[src/rtl/freq_pkg.sv]
// Shared constants, FSM encoding and debug struct for the frequency report formatter.
// The byte tables feed the fixed " Hz\r\n" suffix and the optional "NO SIGNAL\r\n" line.
package freq_pkg;

  localparam int CNT_W_DEF      = 32;
  localparam int BCD_DIGITS_DEF = 10;

  localparam logic [7:0] ASCII_ZERO  = 8'h30;
  localparam logic [7:0] ASCII_SPACE = 8'h20;
  localparam logic [7:0] ASCII_H     = 8'h48;
  localparam logic [7:0] ASCII_Z     = 8'h7A;
  localparam logic [7:0] ASCII_CR    = 8'h0D;
  localparam logic [7:0] ASCII_LF    = 8'h0A;

  localparam int SFX_LEN   = 5;
  localparam int NOSIG_LEN = 11;

  localparam logic [7:0] SFX_BYTES [SFX_LEN] = '{
    ASCII_SPACE, ASCII_H, ASCII_Z, ASCII_CR, ASCII_LF
  };

  localparam logic [7:0] NOSIG_BYTES [NOSIG_LEN] = '{
    8'h4E, 8'h4F, 8'h20, 8'h53, 8'h49, 8'h47, 8'h4E, 8'h41, 8'h4C, ASCII_CR, ASCII_LF
  };

  typedef enum logic [2:0] {
    S_IDLE    = 3'd0,
    S_CONVERT = 3'd1,
    S_LOCATE  = 3'd2,
    S_DIGITS  = 3'd3,
    S_SUFFIX  = 3'd4,
    S_NOSIG   = 3'd5
  } state_t;

  typedef struct packed {
    state_t state;
    logic   sig_flag;
  } dbg_t;

  function automatic logic [7:0] sfx_byte(input logic [3:0] pos);
    sfx_byte = ASCII_LF;
    for (int i = 0; i < SFX_LEN; i++) begin
      if (pos == 4'(i)) sfx_byte = SFX_BYTES[i];
    end
  endfunction

  function automatic logic [7:0] nosig_byte(input logic [3:0] pos);
    nosig_byte = ASCII_LF;
    for (int i = 0; i < NOSIG_LEN; i++) begin
      if (pos == 4'(i)) nosig_byte = NOSIG_BYTES[i];
    end
  endfunction

endpackage

[src/rtl/bin2bcd_seq.sv]
// Sequential double-dabble: a start pulse loads the binary value, CNT_W cycles later
// o_done rises and o_bcd holds the packed BCD result until the next start.
module bin2bcd_seq
  import freq_pkg::*;
#(
  parameter int CNT_W      = CNT_W_DEF,
  parameter int BCD_DIGITS = BCD_DIGITS_DEF
) (
  input  logic                    clk,
  input  logic                    rst,
  input  logic                    i_start,
  input  logic [CNT_W-1:0]        i_bin,
  output logic [BCD_DIGITS*4-1:0] o_bcd,
  output logic                    o_done
);

  localparam int BCD_W = BCD_DIGITS * 4;
  localparam int CW    = $clog2(CNT_W);

  logic [CNT_W-1:0] r_shift;
  logic [BCD_W-1:0] r_bcd;
  logic [CW-1:0]    r_cnt;
  logic             r_run;
  logic             r_done;
  logic [BCD_W-1:0] w_adj;

  // Add-3 on every nibble of 5 or more so the following shift carries into the next digit.
  always_comb begin
    w_adj = r_bcd;
    for (int i = 0; i < BCD_DIGITS; i++) begin
      if (r_bcd[i*4 +: 4] >= 4'd5) w_adj[i*4 +: 4] = r_bcd[i*4 +: 4] + 4'd3;
    end
  end

  always_ff @(posedge clk or posedge rst) begin
    if (rst) begin
      r_shift <= '0;
      r_bcd   <= '0;
      r_cnt   <= '0;
      r_run   <= 1'b0;
      r_done  <= 1'b0;
    end else if (i_start) begin
      r_shift <= i_bin;
      r_bcd   <= '0;
      r_cnt   <= '0;
      r_run   <= 1'b1;
      r_done  <= 1'b0;
    end else if (r_run) begin
      {r_bcd, r_shift} <= {w_adj, r_shift} << 1;
      r_cnt            <= r_cnt + 1'b1;
      if (r_cnt == CW'(CNT_W - 1)) begin
        r_run  <= 1'b0;
        r_done <= 1'b1;
      end
    end
  end

  assign o_bcd  = r_bcd;
  assign o_done = r_done;

endmodule

[src/rtl/freq_report_fmt.sv]
// Formats each frequency count as an ASCII line "<digits> Hz\r\n" for the UART.
// FREQ_REPORT_NOSIG_EN: a count taken without signal_detect prints "NO SIGNAL\r\n" instead.
module freq_report_fmt
  import freq_pkg::*;
#(
  parameter int CNT_W      = CNT_W_DEF,
  parameter int BCD_DIGITS = BCD_DIGITS_DEF
) (
  input  logic             clk,
  input  logic             rst,
  input  logic [CNT_W-1:0] count_in,
  input  logic             count_valid,
  input  logic             signal_detect,
  output logic [7:0]       tx_data,
  output logic             tx_valid,
  input  logic             tx_ready,
  output logic             busy,
  output logic             dropped,
  output dbg_t             dbg
);

  localparam int BCD_W = BCD_DIGITS * 4;
  localparam int IDX_W = $clog2(BCD_DIGITS);

  state_t             r_state;
  logic [7:0]         r_tx_data;
  logic               r_tx_valid;
  logic               r_busy;
  logic               r_dropped;
  logic               r_sig;
  logic [IDX_W-1:0]   r_idx;
  logic [3:0]         r_pos;

  logic               w_start;
  logic               w_done;
  logic               w_xfer;
  logic [BCD_W-1:0]   w_bcd;
  logic [IDX_W-1:0]   w_msd;
  logic [IDX_W-1:0]   w_idx_m1;
  logic [3:0]         w_nib_msd;
  logic [3:0]         w_nib_next;

  // Byte handshake: a byte moves on a clk edge where tx_valid && tx_ready; once tx_valid
  // rises, tx_data is frozen and tx_valid stays high until that transfer (no retraction).
  assign w_xfer = r_tx_valid && tx_ready;

`ifdef FREQ_REPORT_NOSIG_EN
  assign w_start = (r_state == S_IDLE) && count_valid && signal_detect;
`else
  assign w_start = (r_state == S_IDLE) && count_valid;
`endif

  bin2bcd_seq #(
    .CNT_W      (CNT_W),
    .BCD_DIGITS (BCD_DIGITS)
  ) u_bin2bcd (
    .clk     (clk),
    .rst     (rst),
    .i_start (w_start),
    .i_bin   (count_in),
    .o_bcd   (w_bcd),
    .o_done  (w_done)
  );

  // Highest nonzero nibble picks the first digit; an all-zero result falls back to index 0.
  always_comb begin
    w_msd      = '0;
    w_nib_msd  = '0;
    w_nib_next = '0;
    w_idx_m1   = r_idx - 1'b1;
    for (int i = 0; i < BCD_DIGITS; i++) begin
      if (w_bcd[i*4 +: 4] != 4'd0) begin
        w_msd     = IDX_W'(i);
        w_nib_msd = w_bcd[i*4 +: 4];
      end
      if (IDX_W'(i) == w_idx_m1) w_nib_next = w_bcd[i*4 +: 4];
    end
  end

  always_ff @(posedge clk or posedge rst) begin
    if (rst) begin
      r_state    <= S_IDLE;
      r_tx_data  <= 8'h00;
      r_tx_valid <= 1'b0;
      r_busy     <= 1'b0;
      r_dropped  <= 1'b0;
      r_sig      <= 1'b0;
      r_idx      <= '0;
      r_pos      <= '0;
    end else begin
      r_dropped <= count_valid && (r_state != S_IDLE);
      case (r_state)
        S_IDLE: begin
          if (count_valid) begin
            r_sig   <= signal_detect;
            r_busy  <= 1'b1;
            r_state <= S_CONVERT;
`ifdef FREQ_REPORT_NOSIG_EN
            if (!signal_detect) begin
              r_state    <= S_NOSIG;
              r_pos      <= '0;
              r_tx_data  <= nosig_byte(4'd0);
              r_tx_valid <= 1'b1;
            end
`endif
          end
        end
        S_CONVERT: begin
          if (w_done) r_state <= S_LOCATE;
        end
        S_LOCATE: begin
          r_idx      <= w_msd;
          r_tx_data  <= ASCII_ZERO + {4'h0, w_nib_msd};
          r_tx_valid <= 1'b1;
          r_state    <= S_DIGITS;
        end
        S_DIGITS: begin
          if (w_xfer) begin
            if (r_idx == '0) begin
              r_state   <= S_SUFFIX;
              r_pos     <= '0;
              r_tx_data <= sfx_byte(4'd0);
            end else begin
              r_idx     <= w_idx_m1;
              r_tx_data <= ASCII_ZERO + {4'h0, w_nib_next};
            end
          end
        end
        S_SUFFIX: begin
          if (w_xfer) begin
            if (r_pos == 4'(SFX_LEN - 1)) begin
              r_state    <= S_IDLE;
              r_tx_valid <= 1'b0;
              r_tx_data  <= 8'h00;
              r_busy     <= 1'b0;
            end else begin
              r_pos     <= r_pos + 4'd1;
              r_tx_data <= sfx_byte(r_pos + 4'd1);
            end
          end
        end
        S_NOSIG: begin
          if (w_xfer) begin
            if (r_pos == 4'(NOSIG_LEN - 1)) begin
              r_state    <= S_IDLE;
              r_tx_valid <= 1'b0;
              r_tx_data  <= 8'h00;
              r_busy     <= 1'b0;
            end else begin
              r_pos     <= r_pos + 4'd1;
              r_tx_data <= nosig_byte(r_pos + 4'd1);
            end
          end
        end
        default: r_state <= S_IDLE;
      endcase
    end
  end

  assign tx_data  = r_tx_data;
  assign tx_valid = r_tx_valid;
  assign busy     = r_busy;
  assign dropped  = r_dropped;
  assign dbg      = '{state: r_state, sig_flag: r_sig};

endmodule

[config.mk]
export PLATFORM = sky130hd
export DESIGN_NAME = freq_report_fmt
export DESIGN_NICKNAME = d
export VERILOG_FILES = /design/src/rtl/freq_pkg.sv /design/src/rtl/bin2bcd_seq.sv /design/src/rtl/freq_report_fmt.sv
export SDC_FILE = /design/constraint.sdc
export NUM_CORES = 1
export LEC_CHECK = 0
export ABC_CLOCK_PERIOD_IN_PS = 3300
export BUFFER_PORTS_ARGS = -buffer_cell sky130_fd_sc_hd__buf_2
export CAP_MARGIN = 20
export CORE_MARGIN = 3
export CORE_UTILIZATION = 40
export DETAILED_ROUTE_END_ITERATION = 16
export GPL_ROUTABILITY_DRIVEN = 0
export PLACE_DENSITY_LB_ADDON = 0.1
export SKIP_CTS_REPAIR_TIMING = 1
export SYNTH_ARGS = -nofsm -noshare
export SYNTH_HDL_FRONTEND = slang
export SYNTH_SLANG_ARGS = --single-unit
export TNS_END_PERCENT = 5
[constraint.sdc]
create_clock -name clk -period 3.3 [get_ports clk]
set_input_delay 0 -clock clk [delete_from_list [all_inputs] [get_ports clk]]
set_output_delay 0 -clock clk [all_outputs]
set_load 0.005 [all_outputs]
==> impl_metrics.env <==
export IMPL_status="finished, final reports clean"
export IMPL_synth_cell_types=74
export IMPL_leakage_uw=0.00355
export IMPL_io_buffer_count=50
export IMPL_holdWs_ns=0.205
export IMPL_yosysWarnings=0
export IMPL_synth_seq_cells=101
export IMPL_area_growth_pct=14.5
export IMPL_max_stage_delay_ns=0.79
export IMPL_num_io_pins=52
export IMPL_ff_latch_area_um2=2530
export IMPL_fin_skew_ns=0.00865
export IMPL_die_h_um=140
export IMPL_cts_max_path_buffers=2
export IMPL_crit_required_ns=3.58
export IMPL_syn_area_um2=7160
export IMPL_multiInputGateArea_um2=4200
export IMPL_yosys_top_cells_count="103 x nand2_1, 101 x dfrtp_1, 94 x o21ai_0, 76 x nor2_1, 59 x a21oi_1"
export IMPL_coreArea_um2=17400
export IMPL_syn_avg_cell_area_um2=8.29
export IMPL_diodes=0
export IMPL_grt_antenna_before_repair=0
export IMPL_grt_max_degree=66
export IMPL_crit_fanout=6
export IMPL_clk_pin_slew_worst_paths_ns=0.08
export IMPL_wl_per_cell_um=17.2
export IMPL_finalHoldViolCount=0
export IMPL_fmax_ghz=0.376
export IMPL_vias=6532
export IMPL_layout_drive_gt1_share_pct=12.0
export IMPL_p_per_area_nw_per_um2=951
export IMPL_synth_fp_nets=931
export IMPL_drt_initial_drc_count=497
export IMPL_ys_flop_type="dfrtp_1"
export IMPL_peakVddDrop_mv=0.418
export IMPL_relSlewSlack_pct=43.0
export IMPL_cpMaxStageDelayCell="a2111oi_0"
export IMPL_grt_use_total_pct=19.9
export IMPL_slew_viol_final=0
export IMPL_cp_end_kind="flop"
export IMPL_dieArea_um2=19500
export IMPL_max_cap_violations=0
export IMPL_cts_buffers=9
export IMPL_max_slew_worst_pin_slew_ns=0.833
export IMPL_clock_sinks=101
export IMPL_syn_inst=863
export IMPL_cts_tree="yes"
export IMPL_hold_class="input pin to flop"
export IMPL_nets=977
export IMPL_drc_errors=0
export IMPL_synth_edf_count=0
export IMPL_start_util_pct=41.1
export IMPL_worstSkewPairLatency_ns=0.35
export IMPL_synth_most_common_cell="nand2_1"
export IMPL_fin_setup_tns_ns=0
export IMPL_critical_path_class="flop to flop"
export IMPL_die_x_um=140
export IMPL_path_cells="inv_1 -> ha_1 -> nor3b_1 -> o211ai_1 -> a2111oi_0 -> o32ai_1 -> a31oi_1"
export IMPL_yosysTopAreaCell="dfrtp_1"
export IMPL_async_flop_share_pct=100
export IMPL_yosysTopAreaCellShare_pct=35.3
export IMPL_period_share_pct=80.7
export IMPL_cp_start_kind="flop"
export IMPL_num_rows=48
export IMPL_cts_root_buf="clkbuf_16"
export IMPL_ys_seq_area_share_pct=35.3
export IMPL_synth_top_cells_by_area="dfrtp_1 35%, o21ai_0 6.6%, mux2i_1 6.4%"
export IMPL_via_per_inst=5.73
export IMPL_grt_setup_unrepaired="false"
export IMPL_dp_hpwl_um=13800
export IMPL_grt_overflow_total=0
export IMPL_htreeDepth=3
export IMPL_detail_route_antenna_nets=0
export IMPL_wl_um=19600
export IMPL_grt_pass1_vias=6232
export IMPL_fill_cells=1692
export IMPL_setup_viol=0
export IMPL_arrival_ns=2.94
export IMPL_min_period_ns=2.66
export IMPL_firstDrtPassIters=5
export IMPL_grt_pass1_wl_um=32200
## area by class of cell
type / count / area share, %
clock buffers: 9 / 2.75
clock inverters: 7 / 1.13
well taps: 225 / 3.44
flip-flops and latches: 101 / 30.9
multi-input cells: 662 / 51.3
inverters: 38 / 1.77
repair buffers: 97 / 8.73
## worst max-delay path, delay by kind of cell (launching register included)
| family | cells | cell delay [ns] |
|---|---|---|
| AND/OR/NAND/NOR | 1 | 0.38 |
| flip-flops | 1 | 0.44 |
| adder cells (fa/ha/maj) | 1 | 0.28 |
| AO/OA/AOI/OAI | 4 | 1.32 |
| buffers and inverters | 1 | 0.17 |
## cells by family (layout without fill, tap and decap cells)
kind of cell | Yosys count | after routing | synth area share (%)
other | 1 | 1 | 0.0524
flip-flops | 101 | 101 | 35.3
XOR/XNOR | 17 | 17 | 2.08
AND/OR/NAND/NOR | 294 | 294 | 20.2
buffers and inverters | 100 | 151 | 6.05
multiplexers | 52 | 52 | 7.38
AO/OA/AOI/OAI | 267 | 267 | 23.5
adder cells (fa/ha/maj) | 31 | 31 | 5.42
## placed cells by master (no fill, tap or decap), types with 9 or more instances in the layout
cell type and n:
buf_4 10, a31oi_1 16, o21ai_0 94, xnor2_1 14
nor3b_1 12, buf_2 50, nand3_1 28, inv_1 37
mux2i_1 46, a211oi_1 18, nand2_1 103, clkbuf_16 9
nor2_1 75, nand2b_1 18, a21oi_1 59, dlygate4sd3_1 35
nor2b_1 10, dfrtp_1 100, ha_1 31, o211ai_1 11
## layer usage
layer / global-route usage [%] / wire length (um)
met2: 31.5 / 9170
met1: 27.2 / 9190
met5: 0 / 0
met4: 5.61 / 362
met3: 4.71 / 923
## final timing paths
kind	slack (ns)	start	cells after the start	end
min in group asynchronous	0.24	rst	3	u_bin2bcd.r_shift[27]
worst max register to register	0.64	u_bin2bcd.o_bcd[8]	7	tx_data[2]
max in group asynchronous	2.22	rst	4	u_bin2bcd.o_bcd[25]
worst min-delay path	0.21	tx_ready	5	tx_data[6]
worst max-delay path	0.64	u_bin2bcd.o_bcd[8]	7	tx_data[2]
worst min register to register	0.52	u_bin2bcd.o_done	2	u_bin2bcd.o_done
## where the power goes
part / internal [uW] / total, uW / switching (uW)
clock: 609 / 1140 / 533
combinational: 1730 / 4050 / 2320
sequential: 1750 / 2600 / 848
total: 4090 / 7790 / 3700
## per-stage QoR
step | instance area (um^2) | std cells | worst slack, ns | util (%) | power, uW
after CTS | 7840 | 1104 | 0.717 | 45.0 | 7780
final | 8190 | 1139 | 0.637 | 47.0 | 7790
after floorplan | 7160 | 863 | 0.653 | - | 5560
after global placement | 7530 | 1088 | 0.812 | 43.2 | 6460
after detailed placement | 7530 | 1088 | 0.725 | 43.2 | 6590
after global routing | 8190 | 1139 | 0.457 | 47.0 | 8500
## state kept, by name, indices dropped and copies added (netlist names)
name / count
u_bin2bcd.o_bcd: 40
tx_data: 7
r_sig: 1
r_pos: 4
r_state: 3
dropped: 1
u_bin2bcd.r_cnt: 5
r_idx: 4
u_bin2bcd.r_shift: 32
u_bin2bcd.r_run: 1
tx_valid: 1
u_bin2bcd.o_done: 1
busy: 1
Note: power is estimated with default switching activity, not from simulation.
